--- src/rtl/div_pkg.sv ---
// ============================================================================
// Module      : div_pkg
// Description : Shared state encoding and default widths for seq_divider.
// Revision    : 1.0 - initial release
// ============================================================================
`default_nettype none

package div_pkg;

    localparam int DEF_N  = 4;
    localparam int DEF_W2 = 2 * DEF_N;
    localparam int DEF_WR = DEF_N + 1;

    typedef enum logic [1:0] {
        S_IDLE = 2'd0,
        S_RUN  = 2'd1,
        S_DONE = 2'd2
    } state_t;

endpackage

`default_nettype wire

--- src/rtl/div_step.sv ---
// ============================================================================
// Module      : div_step
// Description : One combinational restoring-division iteration.
// Revision    : 1.0 - initial release
// ============================================================================
`default_nettype none

module div_step
    import div_pkg::*;
#(
    parameter int N = DEF_N
) (
    input  logic [N:0]   rem_i,
    input  logic         bit_i,
    input  logic [N-1:0] divisor_i,
    output logic [N:0]   rem_o,
    output logic         qbit_o
);

    logic [N:0] w_t;
    logic [N:0] w_dvs;
    logic       w_ge;
    logic       w_unused_rem_msb;

    // The partial remainder is always below the divisor, so its MSB is never set.
    assign w_unused_rem_msb = rem_i[N];

    assign w_t    = {rem_i[N-1:0], bit_i};
    assign w_dvs  = {1'b0, divisor_i};
    assign w_ge   = (w_t >= w_dvs);
    assign rem_o  = w_ge ? (w_t - w_dvs) : w_t;
    assign qbit_o = w_ge;

endmodule

`default_nettype wire

--- src/rtl/seq_divider.sv ---
// ============================================================================
// Module      : seq_divider
// Description : Sequential restoring divider, 2N-bit / N-bit, one bit per clock.
// Revision    : 1.0 - initial release
// ============================================================================
`default_nettype none

module seq_divider
    import div_pkg::*;
#(
    parameter int N = DEF_N
) (
    input  logic             clk,
    input  logic             rst,
    input  logic             start,
    input  logic [2*N-1:0]   dividend,
    input  logic [N-1:0]     divisor,
    output logic             busy,
    output logic             done,
    output logic [2*N-1:0]   quotient,
    output logic [N-1:0]     remainder,
    output logic             div_by_zero
);

    localparam int W2 = 2 * N;
    localparam int CW = $clog2(W2) + 1;
    localparam logic [CW-1:0] C_LAST = CW'(W2 - 1);

    state_t          state_q;
    logic [CW-1:0]   cnt_q;
    logic [W2-1:0]   dvd_q;
    logic [N-1:0]    dvs_q;
    logic [N:0]      rem_q;
    logic [W2-1:0]   quo_q;
    logic            busy_q;
    logic            done_q;
    logic [W2-1:0]   quotient_q;
    logic [N-1:0]    remainder_q;
    logic            dbz_q;

    logic [N:0]      w_rem;
    logic            w_qbit;
    logic            w_unused_quo_msb;

    assign w_unused_quo_msb = quo_q[W2-1];

    div_step #(.N(N)) u_step (
        .rem_i     (rem_q),
        .bit_i     (dvd_q[W2-1]),
        .divisor_i (dvs_q),
        .rem_o     (w_rem),
        .qbit_o    (w_qbit)
    );

    always_ff @(posedge clk or posedge rst) begin
        if (rst) begin
            state_q     <= S_IDLE;
            cnt_q       <= '0;
            dvd_q       <= '0;
            dvs_q       <= '0;
            rem_q       <= '0;
            quo_q       <= '0;
            busy_q      <= 1'b0;
            done_q      <= 1'b0;
            quotient_q  <= '0;
            remainder_q <= '0;
            dbz_q       <= 1'b0;
        end else begin
            case (state_q)
                S_IDLE: begin
                    done_q <= 1'b0;
                    if (start) begin
                        dvd_q  <= dividend;
                        dvs_q  <= divisor;
                        rem_q  <= '0;
                        quo_q  <= '0;
                        cnt_q  <= '0;
                        busy_q <= 1'b1;
                        if (divisor == '0) begin
                            // Divide-by-zero skips the iterations entirely.
                            state_q     <= S_DONE;
                            done_q      <= 1'b1;
                            quotient_q  <= '1;
                            remainder_q <= '0;
                            dbz_q       <= 1'b1;
                        end else begin
                            state_q <= S_RUN;
                        end
                    end
                end
                S_RUN: begin
                    dvd_q <= {dvd_q[W2-2:0], 1'b0};
                    rem_q <= w_rem;
                    quo_q <= {quo_q[W2-2:0], w_qbit};
                    cnt_q <= cnt_q + 1'b1;
                    if (cnt_q == C_LAST) begin
                        // Results of the final iteration go straight to the outputs.
                        state_q     <= S_DONE;
                        done_q      <= 1'b1;
                        quotient_q  <= {quo_q[W2-2:0], w_qbit};
                        remainder_q <= w_rem[N-1:0];
                        dbz_q       <= 1'b0;
                    end
                end
                S_DONE: begin
                    state_q <= S_IDLE;
                    done_q  <= 1'b0;
                    busy_q  <= 1'b0;
                end
                default: begin
                    state_q <= S_IDLE;
                    done_q  <= 1'b0;
                    busy_q  <= 1'b0;
                end
            endcase
        end
    end

    assign busy        = busy_q;
    assign done        = done_q;
    assign quotient    = quotient_q;
    assign remainder   = remainder_q;
    assign div_by_zero = dbz_q;

endmodule

`default_nettype wire

--- config.mk ---
export PLATFORM = sky130hd
export DESIGN_NAME = seq_divider
export DESIGN_NICKNAME = d
export VERILOG_FILES = /design/src/rtl/div_pkg.sv /design/src/rtl/div_step.sv /design/src/rtl/seq_divider.sv
export SDC_FILE = /design/constraint.sdc
export NUM_CORES = 1
export LEC_CHECK = 0
export ABC_AREA = 1
export BUFFER_PORTS_ARGS = -buffer_cell sky130_fd_sc_hd__buf_2
export CELL_PAD_IN_SITES_DETAIL_PLACEMENT = 1
export CELL_PAD_IN_SITES_GLOBAL_PLACEMENT = 1
export CORE_ASPECT_RATIO = 0.5
export CORE_MARGIN = 5
export CORE_UTILIZATION = 39
export DETAILED_ROUTE_END_ITERATION = 8
export GPL_ROUTABILITY_DRIVEN = 0
export PLACE_DENSITY = 0.74
export REMOVE_ABC_BUFFERS = 1
export SKIP_CTS_REPAIR_TIMING = 1
export SYNTH_ARGS = -nofsm -noshare
export SYNTH_HDL_FRONTEND = slang
export SYNTH_HIERARCHICAL = 1
export SYNTH_SLANG_ARGS = --single-unit
--- constraint.sdc ---
create_clock -name clk -period 1.69 [get_ports clk]
set_clock_uncertainty 0.2 [all_clocks]
set_input_delay 0.2535 -clock clk [delete_from_list [all_inputs] [get_ports clk]]
set_output_delay 0.2535 -clock clk [all_outputs]
set_load 0.1 [all_outputs]
## Yosys cells after proc, flatten, opt, wreduce, memory -nomap -nowiden

Index checks and enable logic that the tools add are counted.

- Register bits after elaboration: 44
- Output and inout bits: 15
- Logic and storage cells: 59
- Bits of input ports: 15

- Bitwise logic cells: 1
- Reductions and logical operators: 8
- Equal/unequal tests: 5
- Mux-type cells: 31
- Add/subtract/negate cells: 2
- Magnitude comparators: 1

Operators with widths:

| cell | count |
|---|---|
| 2-to-1 mux 8 bit | 4 |
| case mux 8 bit (2 select lines) | 2 |
| 2-to-1 mux 4 bit | 6 |
| case mux 4 bit (2 select lines) | 3 |
| case mux 7 bit (2 select lines) | 1 |
| AND reduction 2 bit | 4 |
| 2-to-1 mux 1 bit | 7 |
| 2-to-1 mux 7 bit | 1 |
| 2-to-1 mux 2 bit | 3 |
| inequality test 2 bit (second input constant) | 3 |
| case mux 1 bit (2 select lines) | 3 |
| greater-or-equal comparator 5 x 4 -> 1 bit | 1 |
| adder 4 x 1 -> 4 bit (second input constant) | 1 |
| == test 4 x 3 -> 1 bit (second input constant) | 1 |
| zero test 4 bit | 1 |
| case mux 2 bit (2 select lines) | 1 |
| AND reduction 4 bit | 1 |
| subtractor 4 bit | 1 |
| == test 2 x 1 -> 1 bit (second input constant) | 1 |
| zero test 2 bit | 1 |
| nonzero test 2 bit | 1 |
| NOT 1 bit | 1 |

## Logic depth before layout (Yosys ltp)

Gate-level depths: netlist of run 1.

- Word-level depth: 4
- Mapped depth: 13
- Mapped depth without buffers: 13

## Cells and area by module

Netlist of run 1, hierarchy kept.

Modules (own cells, without submodules):

| module | area each (um^2) | times used | sequential area each (um^2) | cells each |
|---|---|---|---|---|
| seq_divider | 1,929.4 | 1 | 1,126.1 | 208 |
| div_step | 312.8 | 1 | 0.0 | 55 |

## Worst setup path before layout of run 1

No wires, ideal clock.

- Kind: reg2reg
- From: register dvd_q[7]
- To: register rem_q[2]
- Setup time: 0.120 ns
- Slack: -0.111 ns
- Arrival: 1.481 ns
- Buffers on the path: 0
- Cell stages (with the launch flop): 10
- Path through: dfrtp_1 inv_1 ha_1 fa_1 xnor2_1 nand2_1 nand2_1 inv_1 nor2_1 a31o_2

- Longest elaborated chain between the ends: 3
- Elaborated cells between the ends (all ways): 4
- Classes of those cells: add/sub (1); order compare (1); mux (2)

RTL lines:

| item | line | RTL |
|---|---|---|
| from (decl) | seq_divider.sv:31 | `logic [W2-1:0] dvd_q;` |
| from (signal assigned) | seq_divider.sv:73 | `dvd_q <= dividend;` |
| from (signal assigned) | seq_divider.sv:92 | `dvd_q <= {dvd_q[W2-2:0], 1'b0};` |
| subtractor 4 bit or greater-or-equal comparator 5 x 4 -> 1 bit (tied branches) | div_step.sv:31, div_step.sv:30 |  |
| 2-to-1 mux 4 bit * | div_step.sv:31 | `assign rem_o = w_ge ? (w_t - w_dvs) : w_t;` |
| named net w_rem[2] | seq_divider.sv:41 | `logic [N:0] w_rem;` |
| case mux 4 bit (2 select lines) * | seq_divider.sv:69 | `case (state_q)` |
| to (signal assigned) | seq_divider.sv:93 | `rem_q <= w_rem;` |
| to (decl) | seq_divider.sv:33 | `logic [N:0] rem_q;` |

The timed path passes the listed nets; every way through them passes the cells marked *.
A chain may end at the register's enable or synchronous reset.

## Worst setup path in the final report of run 1

- From: register dvs_q[0]
- To: register rem_q[1]

- Longest elaborated chain between the ends: 3
- Elaborated cells between the ends (all ways): 4
- Classes of those cells: add/sub (1); order compare (1); mux (2)

RTL lines:

| item | line | RTL |
|---|---|---|
| from (decl) | seq_divider.sv:32 | `logic [N-1:0] dvs_q;` |
| from (signal assigned) | seq_divider.sv:74 | `dvs_q <= divisor;` |
| subtractor 4 bit or greater-or-equal comparator 5 x 4 -> 1 bit (tied branches) | div_step.sv:31, div_step.sv:30 |  |
| 2-to-1 mux 4 bit * | div_step.sv:31 |  |
| named net w_rem[1] | seq_divider.sv:41 |  |
| case mux 4 bit (2 select lines) * | seq_divider.sv:69 |  |

Marks and branches as above.

==> flow_summary.json, run 1 <==
{
  "root_buffer": "clkbuf_8",
  "track_usage_pct": 17.0,
  "io_pins": 30,
  "whs_ns": -0.00719,
  "netlist_area_um2": 2160,
  "outcome": "finished, violations left",
  "max_slew_margin_pct": 67.6,
  "hpwlAfterDp_um": 3980,
  "dieArea_um2": 7230,
  "antenna_found_initial": 0,
  "clockBufferDepth": 2,
  "setup_ws_ns": -0.222,
  "clock_sinks": 44,
  "grt_pass1_vias": 2097,
  "cp.arrival_ns": 1.90,
  "drive_above_1_share_pct": 37.2,
  "hold_viol": 2,
  "area_delta_synth_final_pct": 32.5,
  "routedWlPerCell_um": 16.5,
  "antenna_cells": 0,
  "start_util_pct": 39.9,
  "drt_drc_violations_left": 0,
  "max_freq_ghz": 0.523,
  "row_count": 19,
  "ant_nets": 0,
  "crit_type": "flop to flop",
  "hold_path.class": "input pin to flop",
  "finalNonFillerCells": 377,
  "critPathCaptureType": "flop",
  "fin_crit_sh_pct": 113,
  "crit_chain": "ha_4, fa_2, inv_2, nand2_2, nand2_2, inv_2, nor2_2, a31o_2",
  "via_per_inst": 5.09,
  "yosys_warnings": 6,
  "min_period_ns": 1.91,
  "clock_latency_ns": 0.31,
  "slew_violations": 0,
  "tightest_slew_ns": 0.489,
  "wirelength_um": 6230,
  "start_kind": "flop",
  "grt_first_pass_wirelength_um": 9970,
  "rsz0062_at_grt": "true",
  "fp.dieH_um": 62.7,
  "core_area_um2": 5420,
  "layout.nets": 324,
  "dp_slack_ns": -0.295,
  "dr.pass1.iters": 4,
  "slowest_delay_ns": 0.55,
  "drt_iter0_drc": 104,
  "grt_max_degree": 45,
  "cts_buffers": 5,
  "grt_overflow": 0,
  "setup_viol_count_final": 10,
  "final_util_pct": 52.9,
  "cts.htree.levels": 2,
  "dp.cells": 358,
  "clk_pin_slew_ns": 0.09,
  "vias": 1920,
  "crit_slowest_cell": "fa_2",
  "synth_area_per_cell_um2": 8.66,
  "required_ns": 1.68,
  "cts_tree": "done",
  "tns_ns": -1.67,
  "violations": "hold timing, setup timing",
  "portBuffers": 29,
  "critPathMaxFanout": 2,
  "netlist_instances": 250,
  "maxCapViolCount": 0,
  "die_w_um": 115
}
[metal layers]
metal / GRT usage (%) / wire (um)
met5: 0 / 0
met2: 29.5 / 3160
met1: 21.8 / 2870
met4: 4.83 / 99
met3: 3.00 / 103
[metrics by stage]
stage,area (um2),hold WS (ns)
floorplan,2080,0.163
global placement,2460,0.129
detailed placement,2460,0.137
CTS,2580,-0.197
global route,2870,0.0117
finish,2870,-0.00719
[critical path, delay by kind of cell (launching register included)]
family | cells | cell delay [ns]
fa+ha+maj | 2 | 0.73
flops | 1 | 0.42
compound gates | 1 | 0.22
buf+inv | 2 | 0.09
simple gates | 3 | 0.14
[registers in the layout, summed over array words and instances (netlist names)]
| name | cells |
|---|---|
| rem_q | 4 |
| quo_q | 7 |
| state_q | 2 |
| done | 1 |
| busy | 1 |
| dvs_q | 4 |
| div_by_zero | 1 |
| cnt_q | 4 |
| remainder | 4 |
| quotient | 8 |
| dvd_q | 8 |
[cell type report]
class                   count  area [um2]
fillers                   648        2550
inverters                  29         114
clock buffers               5        68.8
multi-input cells         166        1060
repair buffers             57         390
flip-flops and latches     44        1100
well taps                  73        91.3
clock inverters             3        46.3
[path summary, 6_finish.rpt]
kind / end / depth (start not counted) / slack, ns / from
min in group asynchronous: dvs_q[0] / 4 / 0.35 / rst
max reg2reg: rem_q[1] / 8 / -0.22 / dvs_q[0]
max in group asynchronous: quotient[4] / 4 / 0.71 / rst
min: dvd_q[2] / 3 / -0.007 / dividend[2]
min reg2reg: quotient[1] / 2 / 0.28 / quotient[1]
max: rem_q[1] / 8 / -0.22 / dvs_q[0]
[layout by cell type (no fill, tap or decap), drive strengths merged]
master,n
nand2,77
buf,51
dfrtp,44
inv,30
nor2,19
nand3,18
nand4,14
o22ai,14
nor3,7
dlygate4sd3,6
clkbuf,5
ha,5
a31o,4
a21oi,2
o21ai,2
xnor2,2
bufinv,1
clkinvlp,1
or2,1
fa,1
Power of run 1 is not shown: default switching activity piles up to over one toggle a cycle in this logic, so the estimate is an artifact.
==> inputs of run 2 (changes only) <==
Settings changed: CORE_UTILIZATION 39 to 38, PLACE_DENSITY 0.74 to 0.72, SYNTH_HIERARCHICAL 1 to default.
==> flow_summary.json, run 2 <==
{
  "area_delta_synth_final_pct": 33.1,
  "clock_latency_ns": 0.30,
  "maxCapViolCount": 0,
  "grt_overflow": 0,
  "dpl_cell_area_um2": 2350,
  "hold_viol": 0,
  "fp.dieH_um": 61.0,
  "tightest_slew_ns": 0.501,
  "rsz0062_at_grt": "true",
  "drt_drc_violations_left": 0,
  "dieArea_um2": 6820,
  "io_pins": 30,
  "row_count": 18,
  "grt_max_degree": 45,
  "drt_iter0_drc": 75,
  "clockBufferDepth": 2,
  "regArea_um2": 1100,
  "fin_crit_sh_pct": 104,
  "critPathCaptureType": "flop",
  "multi_input_area_um2": 796,
  "slew_violations": 0,
  "ys_seq_area_share_pct": 55.8,
  "outcome": "finished, violations left",
  "path_common_cell": "nand2_1",
  "hpwlAfterDp_um": 3500,
  "layout.cells.most_common": "nand2_1",
  "dp.cells": 330,
  "layout.nets": 297,
  "root_buffer": "clkbuf_8",
  "dp_slack_ns": -0.162,
  "via_per_inst": 4.92,
  "slowest_delay_ns": 0.46,
  "routedWlPerCell_um": 15.1,
  "die_w_um": 112,
  "portBuffers": 29,
  "max_freq_ghz": 0.567,
  "wirelength_um": 5230,
  "synth-seq-cells": 44,
  "synth_commonest_cells": "nand2_1, dfrtp_1, inv_1",
  "netlist_instances": 215,
  "synth_edf_count": 0,
  "max_slew_margin_pct": 66.9,
  "critPathMaxFanout": 4,
  "nFillCells": 580,
  "cp.arrival_ns": 1.75,
  "drive_above_1_share_pct": 31.8,
  "dr.pass1.iters": 4,
  "antenna_cells": 0,
  "setup_viol_count_final": 8,
  "track_usage_pct": 15.4,
  "clk_pin_slew_ns": 0.08,
  "min_period_ns": 1.76,
  "crit_chain": "ha_4, nand2_2, inv_1, nand2_1, nand2_1, nand2_2, buf_6, nand4_1, nand2_1, nand2_1, nand2_1",
  "core_area_um2": 4980,
  "synth_area_leaders": "dfrtp_1, nand2_1, inv_1",
  "start_util_pct": 39.7,
  "synth_most_common_cell": "nand2_1",
  "crit_type": "flop to flop",
  "crit_slowest_cell": "dfrtp_1",
  "cts.htree.levels": 2,
  "netlist_area_um2": 1970,
  "clock_sinks": 44,
  "vias": 1706,
  "synth_ff_type": "dfrtp_1",
  "violations": "setup timing",
  "final_cell_mix": "nand2_1, dfrtp_1, buf_2, inv_1, buf_4",
  "start_kind": "flop",
  "synthArstFlopShare_pct": 100,
  "final_cell_area_um2": 2630,
  "synth_area_per_cell_um2": 9.18,
  "ant_nets": 0,
  "cts_buffers": 5,
  "antenna_found_initial": 0,
  "grt_first_pass_wirelength_um": 8310,
  "finalNonFillerCells": 347,
  "required_ns": 1.67,
  "synth_cell_types": 27,
  "netlist.area_leader.share_pct": 55.8,
  "synth_largest_area_cell": "dfrtp_1",
  "setup_ws_ns": -0.0733,
  "yosys_warnings": 0,
  "cts_tree": "done",
  "hold_path.class": "input pin to flop",
  "grt_pass1_vias": 1728,
  "final_util_pct": 52.8
}
-- run 2: final cells by class --
cell class	count	area share, %
Sequential cell	44	41.9
Multi-Input combinational cell	133	30.3
Timing Repair Buffer	59	15.0
Inverter	33	4.81
Tap cell	70	3.33
Clock buffer	6	3.14
Clock inverter	2	1.48
-- run 2: path summary, 6_finish.rpt --
path | start | end | slack [ns] | depth (start not counted)
hold reg to reg | remainder[1] | remainder[1] | 0.28 | 2
setup reg to reg | rem_q[0] | remainder[0] | -0.07 | 11
max in group asynchronous | rst | state_q[0] | 0.70 | 4
min in group asynchronous | rst | quo_q[2] | 0.37 | 4
hold / removal | divisor[1] | dvs_q[1] | 0.009 | 3
setup / recovery | rem_q[0] | remainder[0] | -0.07 | 11
-- run 2: critical path: cells and delay by family, from the launching register on --
family / cells / cell delay, ns
flops: 1 / 0.46
buf+inv: 2 / 0.17
simple gates: 8 / 0.51
fa+ha+maj: 1 / 0.31
-- run 2: cells by family after synthesis --
family	Yosys count	synth area share (%)
AO/OA/AOI/OAI	43	13.4
AND/OR/NAND/NOR	82	17.9
buffers and inverters	38	7.79
adder cells (fa/ha/maj)	6	4.18
flip-flops	44	55.8
XOR/XNOR	2	0.887
-- run 2: stage by stage --
| stage | hold WS, ns | setup TNS [ns] |
|---|---|---|
| floorplan | 0.163 | -0.559 |
| global placement | 0.130 | -0.195 |
| detailed placement | 0.156 | -1.44 |
| CTS | -0.173 | -1.72 |
| global route | 0.0335 | -1.17 |
| finish | 0.00876 | -0.218 |
-- run 2: layer usage --
metal | wire length, um | part of all wire (%) | global-route usage (%) | up-vias
met4 | 72 | 1.4 | 3.60 | 0
met2 | 2610 | 50 | 27.3 | 18
met3 | 142 | 2.7 | 3.59 | 9
li1 | - | - | - | 820
met1 | 2400 | 46 | 19.9 | 859
met5 | 0 | 0 | 0 | -
Power of run 2 is left out for the same reason.
==> inputs of run 3 (changes only) <==
Settings changed: MAX_ROUTING_LAYER from default to met4.
==> flow_summary.json, run 3 (synthesis results as in run 2) <==
{
  "ant_nets": 0,
  "antenna_found_initial": 0,
  "drive_above_1_share_pct": 31.8,
  "critPathCaptureType": "flop",
  "setup_ws_ns": -0.0751,
  "cts_buffers": 5,
  "setup_viol_count_final": 8,
  "drt_drc_violations_left": 0,
  "grt_overflow": 0,
  "slew_violations": 0,
  "root_buffer": "clkbuf_8",
  "hold_viol": 0,
  "critPathMaxFanout": 4,
  "dr.pass1.iters": 4,
  "min_from": "divisor[1]",
  "io_pins": 30,
  "hold_depth": 3,
  "clk_pin_slew_ns": 0.08,
  "crit_type": "flop to flop",
  "area_delta_synth_final_pct": 33.1,
  "vias": 1705,
  "clock_latency_ns": 0.30,
  "rrSetupSlack_ns": -0.08,
  "r2r_start": "rem_q[0]",
  "final_cell_area_um2": 2630,
  "r2r_cells": 11,
  "antenna_cells": 0,
  "min_to": "dvs_q[1]",
  "fin_crit_sh_pct": 104,
  "grt_pass1_vias": 1727,
  "grt_first_pass_wirelength_um": 8320,
  "clock_sinks": 44,
  "dieArea_um2": 6820,
  "rsz0062_at_grt": "true",
  "cts_tree": "done",
  "layout.cells.most_common": "nand2_1",
  "start_kind": "flop",
  "hpwlAfterDp_um": 3500,
  "portBuffers": 29,
  "maxCapViolCount": 0,
  "fp.dieH_um": 61.0,
  "clockBufferDepth": 2,
  "hold_path.class": "input pin to flop",
  "cts.htree.levels": 2,
  "start_util_pct": 39.7,
  "violations": "setup timing",
  "required_ns": 1.67,
  "drt_iter0_drc": 58,
  "row_count": 18,
  "outcome": "finished, violations left",
  "core_area_um2": 4980,
  "via_per_inst": 4.91,
  "cp.arrival_ns": 1.75,
  "die_w_um": 112,
  "tightest_slew_ns": 0.504,
  "dpl_cell_area_um2": 2350,
  "wirelength_um": 5250,
  "max_freq_ghz": 0.567,
  "max_slew_margin_pct": 66.6,
  "track_usage_pct": 16.0,
  "grt_max_degree": 45,
  "routedWlPerCell_um": 15.1,
  "rr_endpoint": "remainder[0]",
  "final_cell_mix": "nand2_1, dfrtp_1, buf_2, inv_1, buf_4",
  "min_period_ns": 1.77,
  "layout.nets": 297
}
-- run 3: cell counts in the layout (fill, tap and decap cells not counted) --
Identical to the previous run, type by type.
-- run 3: metrics by stage --
stage,std cells,worst slack (ns),util (%),TNS (ns),hold slack [ns]
2_1_floorplan,210,-0.119,-,-0.559,0.163
3_3_place_gp,330,-0.0374,47.2,-0.195,0.130
3_5_place_dp,330,-0.162,47.2,-1.44,0.156
4_1_cts,338,-0.188,49.6,-1.72,-0.173
5_1_grt,347,-0.144,52.8,-1.17,0.0335
6_report,347,-0.0751,52.8,-0.197,0.00537
-- run 3: per-layer routing --
metal  GRT usage (%)  wire length (um)
met4            3.60                89
met1            20.1              2380
met2            27.1              2620
met3            3.59               160
met5               -                 0
-- run 3: area by class of cell --
type                            instances  area (um2)
Multi-Input combinational cell        133         796
Clock inverter                          2        38.8
Sequential cell                        44        1100
Tap cell                               70        87.6
Fill cell                             580        2350
Timing Repair Buffer                   59         395
Clock buffer                            6        82.6
Inverter                               33         126
-- run 3: worst max path at each step --
stage	startpoint	to	slack (ns)
final	rem_q[0]	remainder[0]	-0.08
after global routing	rem_q[0]	remainder[0]	-0.14
after CTS	dvs_q[2]	remainder[0]	-0.19
after detailed placement	dvs_q[2]	remainder[0]	-0.16
after global placement	dvs_q[2]	remainder[2]	-0.04
after floorplan	state_q[1]	div_by_zero	-0.12
-- run 3: worst max-delay path, stage by stage (launching register included) --
cell and delay (ns):
dfrtp_1 0.46, ha_4 0.31, nand2_2 0.05, inv_1 0.04, nand2_1 0.04, nand2_1 0.07
nand2_2 0.07, buf_6 0.13, nand4_1 0.09, nand2_1 0.06, nand2_1 0.07, nand2_1 0.07
Power of run 3 is left out for the same reason.
